File: config.mk
export PLATFORM = sky130hd
export DESIGN_NAME = mrf_nwnr_bypass
export DESIGN_NICKNAME = d
export VERILOG_FILES = /design/src/rtl/mrf_nwnr_bypass_pkg.sv /design/src/rtl/mrf_wr_resolve.sv /design/src/rtl/mrf_nwnr_bypass.sv
export SDC_FILE = /design/constraint.sdc
export NUM_CORES = 2
export LEC_CHECK = 0
export ABC_AREA = 1
export BUFFER_PORTS_ARGS = -buffer_cell sky130_fd_sc_hd__buf_2
export CAP_MARGIN = 15
export CELL_PAD_IN_SITES_DETAIL_PLACEMENT = 1
export CELL_PAD_IN_SITES_GLOBAL_PLACEMENT = 1
export CORE_MARGIN = 2
export CORE_UTILIZATION = 40
export DETAILED_ROUTE_END_ITERATION = 8
export PLACE_DENSITY_LB_ADDON = 0.08
export SKIP_LAST_GASP = 1
export SLEW_MARGIN = 15
export SYNTH_ARGS = -nofsm -noshare
export SYNTH_HDL_FRONTEND = slang
export SYNTH_SLANG_ARGS = --single-unit
File: constraint.sdc
create_clock -name CLK -period 1.42 [get_ports CLK]
set_input_delay 0.142 -clock CLK [delete_from_list [all_inputs] [get_ports CLK]]
set_output_delay 0.142 -clock CLK [all_outputs]
set_load 0.01 [all_outputs]
File: src/rtl/mrf_nwnr_bypass_pkg.sv
// rtl/mrf_nwnr_bypass_pkg.sv - shared defaults for the N-write/N-read register file
package mrf_nwnr_bypass_pkg;

  localparam int MRF_DW        = 32;
  localparam int MRF_AW        = 5;
  localparam int MRF_NUM_READ  = 2;
  localparam int MRF_NUM_WRITE = 1;

  localparam logic [MRF_DW-1:0] MRF_RST_VAL = '0;

endpackage

File: src/rtl/mrf_wr_resolve.sv
// rtl/mrf_wr_resolve.sv - match one address against all write ports, highest index wins
module mrf_wr_resolve
  import mrf_nwnr_bypass_pkg::*;
#(
  parameter int DW        = MRF_DW,
  parameter int AW        = MRF_AW,
  parameter int NUM_WRITE = MRF_NUM_WRITE
) (
  input  logic [NUM_WRITE-1:0]    we,
  input  logic [NUM_WRITE*AW-1:0] waddr,
  input  logic [NUM_WRITE*DW-1:0] wdata,
  input  logic [AW-1:0]           qaddr,
  output logic                    hit,
  output logic [DW-1:0]           data
);

  // Ascending scan: a later (higher) port overrides any earlier match.
  always_comb begin
    hit  = 1'b0;
    data = '0;
    for (int j = 0; j < NUM_WRITE; j++) begin
      if (we[j] && (waddr[j*AW +: AW] == qaddr)) begin
        hit  = 1'b1;
        data = wdata[j*DW +: DW];
      end
    end
  end

endmodule

File: src/rtl/mrf_nwnr_bypass.sv
// rtl/mrf_nwnr_bypass.sv - multi-port register file with valid bitmap, flash-clear and write bypass
module mrf_nwnr_bypass
  import mrf_nwnr_bypass_pkg::*;
#(
  parameter int             DW        = MRF_DW,
  parameter int             AW        = MRF_AW,
  parameter int             NUM_READ  = MRF_NUM_READ,
  parameter int             NUM_WRITE = MRF_NUM_WRITE,
  parameter bit             BYPASS    = 1'b1,
  parameter bit             ZERO_REG  = 1'b0,
  parameter logic [DW-1:0]  RST_VAL   = DW'(MRF_RST_VAL)
) (
  input  logic                    CLK,
  input  logic                    RST_N,
  input  logic                    CLR,
  input  logic [NUM_READ-1:0]     RE,
  input  logic [NUM_READ*AW-1:0]  RADDR,
  output logic [NUM_READ*DW-1:0]  RDATA,
  input  logic [NUM_WRITE-1:0]    WE,
  input  logic [NUM_WRITE*AW-1:0] WADDR,
  input  logic [NUM_WRITE*DW-1:0] WDATA
);

  localparam int DEPTH = 2**AW;

  logic [DW-1:0]    mem [DEPTH];
  logic [DEPTH-1:0] vld;
  logic [DEPTH-1:0] ent_we;
  logic [DW-1:0]    ent_wd [DEPTH];

  // Per-entry write decode; entry 0 never takes a write when hardwired to zero.
  for (genvar a = 0; a < DEPTH; a++) begin : g_ent
    logic ent_hit;

    mrf_wr_resolve #(
      .DW        (DW),
      .AW        (AW),
      .NUM_WRITE (NUM_WRITE)
    ) u_dec (
      .we    (WE),
      .waddr (WADDR),
      .wdata (WDATA),
      .qaddr (AW'(a)),
      .hit   (ent_hit),
      .data  (ent_wd[a])
    );

    assign ent_we[a] = ent_hit && !(ZERO_REG && (a == 0));
  end

  always_ff @(posedge CLK) begin
    if (RST_N) begin
      for (int a = 0; a < DEPTH; a++) begin
        if (ent_we[a]) mem[a] <= ent_wd[a];
      end
    end
  end

  // A write to an entry beats a same-cycle flash-clear of that entry.
  always_ff @(posedge CLK or negedge RST_N) begin
    if (!RST_N) begin
      vld <= '0;
    end else begin
      for (int a = 0; a < DEPTH; a++) begin
        if (ent_we[a])  vld[a] <= 1'b1;
        else if (CLR)   vld[a] <= 1'b0;
      end
    end
  end

  for (genvar i = 0; i < NUM_READ; i++) begin : g_rd
    logic [AW-1:0] ra;
    logic          byp_hit;
    logic [DW-1:0] byp_data;
    logic [DW-1:0] rd_next;
    logic [DW-1:0] rd_q;

    assign ra = RADDR[i*AW +: AW];

    mrf_wr_resolve #(
      .DW        (DW),
      .AW        (AW),
      .NUM_WRITE (NUM_WRITE)
    ) u_byp (
      .we    (WE),
      .waddr (WADDR),
      .wdata (WDATA),
      .qaddr (ra),
      .hit   (byp_hit),
      .data  (byp_data)
    );

    always_comb begin
      rd_next = vld[ra] ? mem[ra] : RST_VAL;
      if (BYPASS && byp_hit)  rd_next = byp_data;
      else if (BYPASS && CLR) rd_next = RST_VAL;
      if (ZERO_REG && (ra == '0)) rd_next = '0;
    end

    always_ff @(posedge CLK or negedge RST_N) begin
      if (!RST_N)     rd_q <= RST_VAL;
      else if (RE[i]) rd_q <= rd_next;
    end

    assign RDATA[i*DW +: DW] = rd_q;
  end

endmodule

==> tab_implementation.tex <==
\begin{tabular}{lr}
\hline
Metric & Value \\
\hline
\multicolumn{2}{l}{\textbf{Logic synthesis}} \\
\quad Top cell type's share of synthesized area & 50.41\% \\
\quad Number of standard cells after synthesis & a little over 7000 \\
\quad Distinct cell type count of the synthesized netlist & 23 \\
\quad Yosys reg bits & 1120 \\
\quad Post-synth EDFFs & 1024 \\
\quad Main flop type after synthesis & sky130\_fd\_sc\_hd\_\_edfxtp\_1 \\
\quad Top cell types by occurrence after synthesis & 1437 x sky130\_fd\_sc\_hd\_\_nor2\_1, 1120 x sky130\_fd\_sc\_hd\_\_nand2\_1, 1024 x sky130\_fd\_sc\_hd\_\_edfxtp\_1, 764 x sky130\_fd\_sc\_hd\_\_nand3\_1, 571 x sky130\_fd\_sc\_hd\_\_o211ai\_1 \\
\quad Total of warnings raised by yosys & 0 \\
\quad Netlist area before placement & 61000 um2 \\
\quad Share of synthesized registers carrying an async set or reset & 8.571\% \\
\quad Most numerous cell in the Yosys netlist & sky130\_fd\_sc\_hd\_\_nor2\_1 \\
\quad Top cells by area, synth & sky130\_fd\_sc\_hd\_\_edfxtp\_1 50\%, sky130\_fd\_sc\_hd\_\_nor2\_1 8.8\%, sky130\_fd\_sc\_hd\_\_o211ai\_1 7.0\% \\
\quad Cell type contributing the most total cell area after synthesis & sky130\_fd\_sc\_hd\_\_edfxtp\_1 \\
\quad Sequential-to-total area share from yosys stat & 54.35\% \\
\quad Post-synth net total & 7296 \\
\quad Avg Inst Size Synth & 8.422 um2 \\
\multicolumn{2}{l}{\textbf{Critical path}} \\
\quad Endpoint arrival time on the critical path & 2.52 ns \\
\quad CP required & 2.13 ns \\
\quad Critical Path Fanout Max & 5 \\
\quad Worst Setup Start Kind & flip-flop \\
\quad Most numerous cell on the critical path & sky130\_fd\_sc\_hd\_\_nor2\_4 \\
\quad Ordered cell list for the critical path & inv\_1 > buf\_4 > a21oi\_1 > nor2\_1 > nor2\_2 > nor2\_4 > nor2\_4 > buf\_12 > buf\_16 > nand2\_4 > a21oi\_2 \\
\quad Category of the worst setup path capture point & flip-flop \\
\quad Critical path's largest stage delay & 0.33 ns \\
\quad Critical setup path kind & reg -> reg \\
\quad Slowest CP cell & sky130\_fd\_sc\_hd\_\_dfrtp\_1 \\
\multicolumn{2}{l}{\textbf{Timing}} \\
\quad RSZ-0062 raised after global routing & yes \\
\quad Number of endpoints with negative hold slack in the final report & 0 \\
\quad Crit path setup slack, layout & -0.3837 ns \\
\quad Final min period & 1.804 ns \\
\quad Headroom to the max-slew limit & 58.71\% \\
\quad Fraction of the cycle the final worst path needs & 127.0\% \\
\quad Total count of max-transition violations in the final report & 0 \\
\quad Setup TNS & -26.40 ns \\
\quad Final worst hold slack & 0.03524 ns \\
\quad Final Skew & 0.02158 ns \\
\quad Total setup violations reported at the end of the flow & 128 \\
\quad Max Freq & 0.5544 GHz \\
\quad Actual transition at the worst max-transition pin & approximately 0.62 ns \\
\multicolumn{2}{l}{\textbf{Final layout}} \\
\quad Area of the multi-input gates & between 20000 and 25000 um2 \\
\quad Area growth from synthesis to layout & 25.23\% \\
\quad Final instance area & roughly 76000 um2 \\
\quad Nets & approximately 7700 \\
\quad Number of filler instances in the final layout & 17480 \\
\quad Combined flip-flop and latch cell area & 33190 um2 \\
\quad Share of layout cells above drive strength 1 & 17.35\% \\
\multicolumn{2}{l}{\textbf{Detailed routing}} \\
\quad Residual DRC count & 0 \\
\quad Routed vias & 59450 \\
\quad Post-detailed-route via-to-cell ratio & 6.087 \\
\quad Average wire per cell in the routed design & 30.10 um \\
\quad Number of routed nets with antenna violations & 0 \\
\quad Final wirelength & around 290000 um \\
\quad Number of DRC violations after detailed-routing iteration 0 & 6864 \\
\quad Number of iterations in the first detailed-routing pass & 7 \\
\multicolumn{2}{l}{\textbf{Place}} \\
\quad Number of input and output port buffers inserted & 116 \\
\quad Area of placed instances & approximately 70000 um2 \\
\quad Detailed placer's ending HPWL & 196700 um \\
\quad Post-Place Worst Slack & -0.7234 ns \\
\quad Final Wtd Congestion & 0.9231 \\
\multicolumn{2}{l}{\textbf{Die}} \\
\quad Die outline width & 394.5 um \\
\quad Vertical die dimension & 394.5 um \\
\quad Area of the core & 151700 um2 \\
\quad Boundary Pins & between 100 and 150 \\
\quad Number of rows in the core area & approximately 140 \\
\quad Initial cell density of the core & between 40\% and 50\% \\
\quad Die ar. & 155600 um2 \\
\multicolumn{2}{l}{\textbf{Status}} \\
\quad Failing checks & setup timing \\
\quad Run status & finished with violations \\
\multicolumn{2}{l}{\textbf{Global routing}} \\
\quad Global routing usage on met2 & 58.61\% \\
\quad Via count of the first global-routing pass & 59200 \\
\quad Pin count of the biggest net entering global routing & 79 \\
\quad Number of antenna violations at the first check in global routing & 10 \\
\quad Fraction of met1 tracks used by global routing & between 40\% and 50\% \\
\quad Global-route wire length before repair & 418100 um \\
\quad Remaining global-route overflow & 0 \\
\quad Met3 Usage GRT & 5.995\% \\
\quad Most crowded layer after global routing & met2 \\
\quad Overall global routing resource usage & 36.89\% \\
\multicolumn{2}{l}{\textbf{CTS}} \\
\quad Inserted Clock Buffers & around 140 \\
\quad Clock tree from TritonCTS & done \\
\quad Total clock sinks & 1120 \\
\quad Maximum buffer depth of the clock tree & 3 \\
\quad Worst skew pair latency & slightly below 0.8 ns \\
\quad Clock-pin slew on the worst setup and hold paths & 0.06 ns \\
\quad H-tree depth reported by CTS & 4 \\
\quad Master cell of the clock root buffer & sky130\_fd\_sc\_hd\_\_clkbuf\_16 \\
\multicolumn{2}{l}{\textbf{Pwr}} \\
\quad Peak supply drop & 952.1 uV \\
\quad Power density over the cells & 1071 nW/um2 \\
\quad Static leakage & around 30 nW \\
\multicolumn{2}{l}{\textbf{Job}} \\
\quad Total of max-cap violations & 0 \\
\multicolumn{2}{l}{\textbf{Min path}} \\
\quad HP Class & in -> async \\
\hline
\end{tabular}
==> cell type report <==
type	instances	share of cell area (%)
Antenna cell	3	0.009827
Clock buffer	192	5.054
Clock inverter	55	0.5225
Inverter	584	2.902
Multi-Input combinational cell	4864	30.90
Sequential cell	1120	43.44
Tap cell	2030	3.325
Timing Repair Buffer	918	13.84
==> power by group <==
part / total [mW] / switching, mW / internal, mW
registers: 36.4 / 0.408 / 36.0
clock network: 34.3 / 14.6 / 19.7
logic: 11.1 / 7.31 / 3.81
total: 81.8 / 22.3 / 59.4
==> per-layer routing <==
layer,wire [um],vias up
li1,-,25420
met1,115600,30010
met2,133900,3141
met3,25960,877
met4,18380,6
met5,46,-
==> placed cells by master, fill, tap and decap left out, types with 14 or more instances in the layout <==
master and count:
sky130_fd_sc_hd__clkinv_2 17, sky130_fd_sc_hd__a21oi_1 413, sky130_fd_sc_hd__nor2_4 39, sky130_fd_sc_hd__edfxtp_1 1024, sky130_fd_sc_hd__buf_4 484, sky130_fd_sc_hd__clkinv_1 57, sky130_fd_sc_hd__inv_2 25, sky130_fd_sc_hd__clkbuf_16 143
sky130_fd_sc_hd__dfrtp_2 27, sky130_fd_sc_hd__nor2_1 1397, sky130_fd_sc_hd__buf_6 48, sky130_fd_sc_hd__dfrtp_1 69, sky130_fd_sc_hd__nand3_1 751, sky130_fd_sc_hd__buf_12 273, sky130_fd_sc_hd__nand2_4 37, sky130_fd_sc_hd__nand2_1 1015
sky130_fd_sc_hd__clkbuf_1 38, sky130_fd_sc_hd__o211ai_1 571, sky130_fd_sc_hd__dlygate4sd3_1 35, sky130_fd_sc_hd__inv_1 520, sky130_fd_sc_hd__o21ai_0 483, sky130_fd_sc_hd__nand2_2 68, sky130_fd_sc_hd__a21oi_2 56, sky130_fd_sc_hd__buf_2 66
sky130_fd_sc_hd__o21ai_1 14
==> logic make-up (layout without fill, tap and decap cells) <==
kind of cell / count (synthesis) / in the layout / synth area share (%)
other cells: 0 / 3 / 0
xor+xnor: 1 / 1 / 0.01436
buf+inv: 1259 / 1749 / 8.608
flops: 1120 / 1120 / 54.35
simple gates: 3323 / 3323 / 22.03
compound gates: 1540 / 1540 / 15.00
==> flip-flops by register name (all words and copies together), names as in the netlist <==
signal,count
mem,1024
g_rd.rd_q,64
vld,32
==> critical path, delay by kind of cell, from the launching register on <==
kind | cells | cell delay, ns
AO/OA/AOI/OAI | 2 | 0.30
buffers and inverters | 4 | 0.52
flip-flops | 1 | 0.33
AND/OR/NAND/NOR | 5 | 0.55
==> per-stage QoR <==
step	utilization [%]	total power, mW	std cells
final	50.35	81.78	9766
after global routing	50.35	83.71	9764
after CTS	49.97	81.42	9749
after detailed placement	46.40	46.98	9447
after global placement	46.40	46.82	9447
after floorplan	-	41.69	7243
==> final timing paths <==
path / from / end / slack, ns / cells past startpoint
setup reg to reg: vld[19]$_DFFE_PN0P_ / g_rd[1].rd_q[0]$_DFFE_PN0P_ / -0.38 / 11
min in group CLK: WDATA[4] / g_rd[1].rd_q[4]$_DFFE_PN0P_ / 0.11 / 5
hold reg to reg: g_rd[0].rd_q[9]$_DFFE_PN0P_ / g_rd[0].rd_q[9]$_DFFE_PN0P_ / 0.52 / 2
setup / recovery: vld[19]$_DFFE_PN0P_ / g_rd[1].rd_q[0]$_DFFE_PN0P_ / -0.38 / 11
max in group asynchronous: RST_N / g_rd[1].rd_q[8]$_DFFE_PN0P_ / 0.75 / 4
hold / removal: RST_N / g_rd[0].rd_q[22]$_DFFE_PN0P_ / 0.04 / 4
==> repair_timing <==
action / CTS / global route
buffers inserted: 17 / 13
hold buffers: 36 / 0
gates resized for setup: 172 / 125
pin swaps: 31 / 39
endpoints found under the hold margin: 726 / 0
endpoints found under the setup margin: 128 / 128
cloned: 3 / 1
No activity file was read; power rests on OpenSTA's default activity.
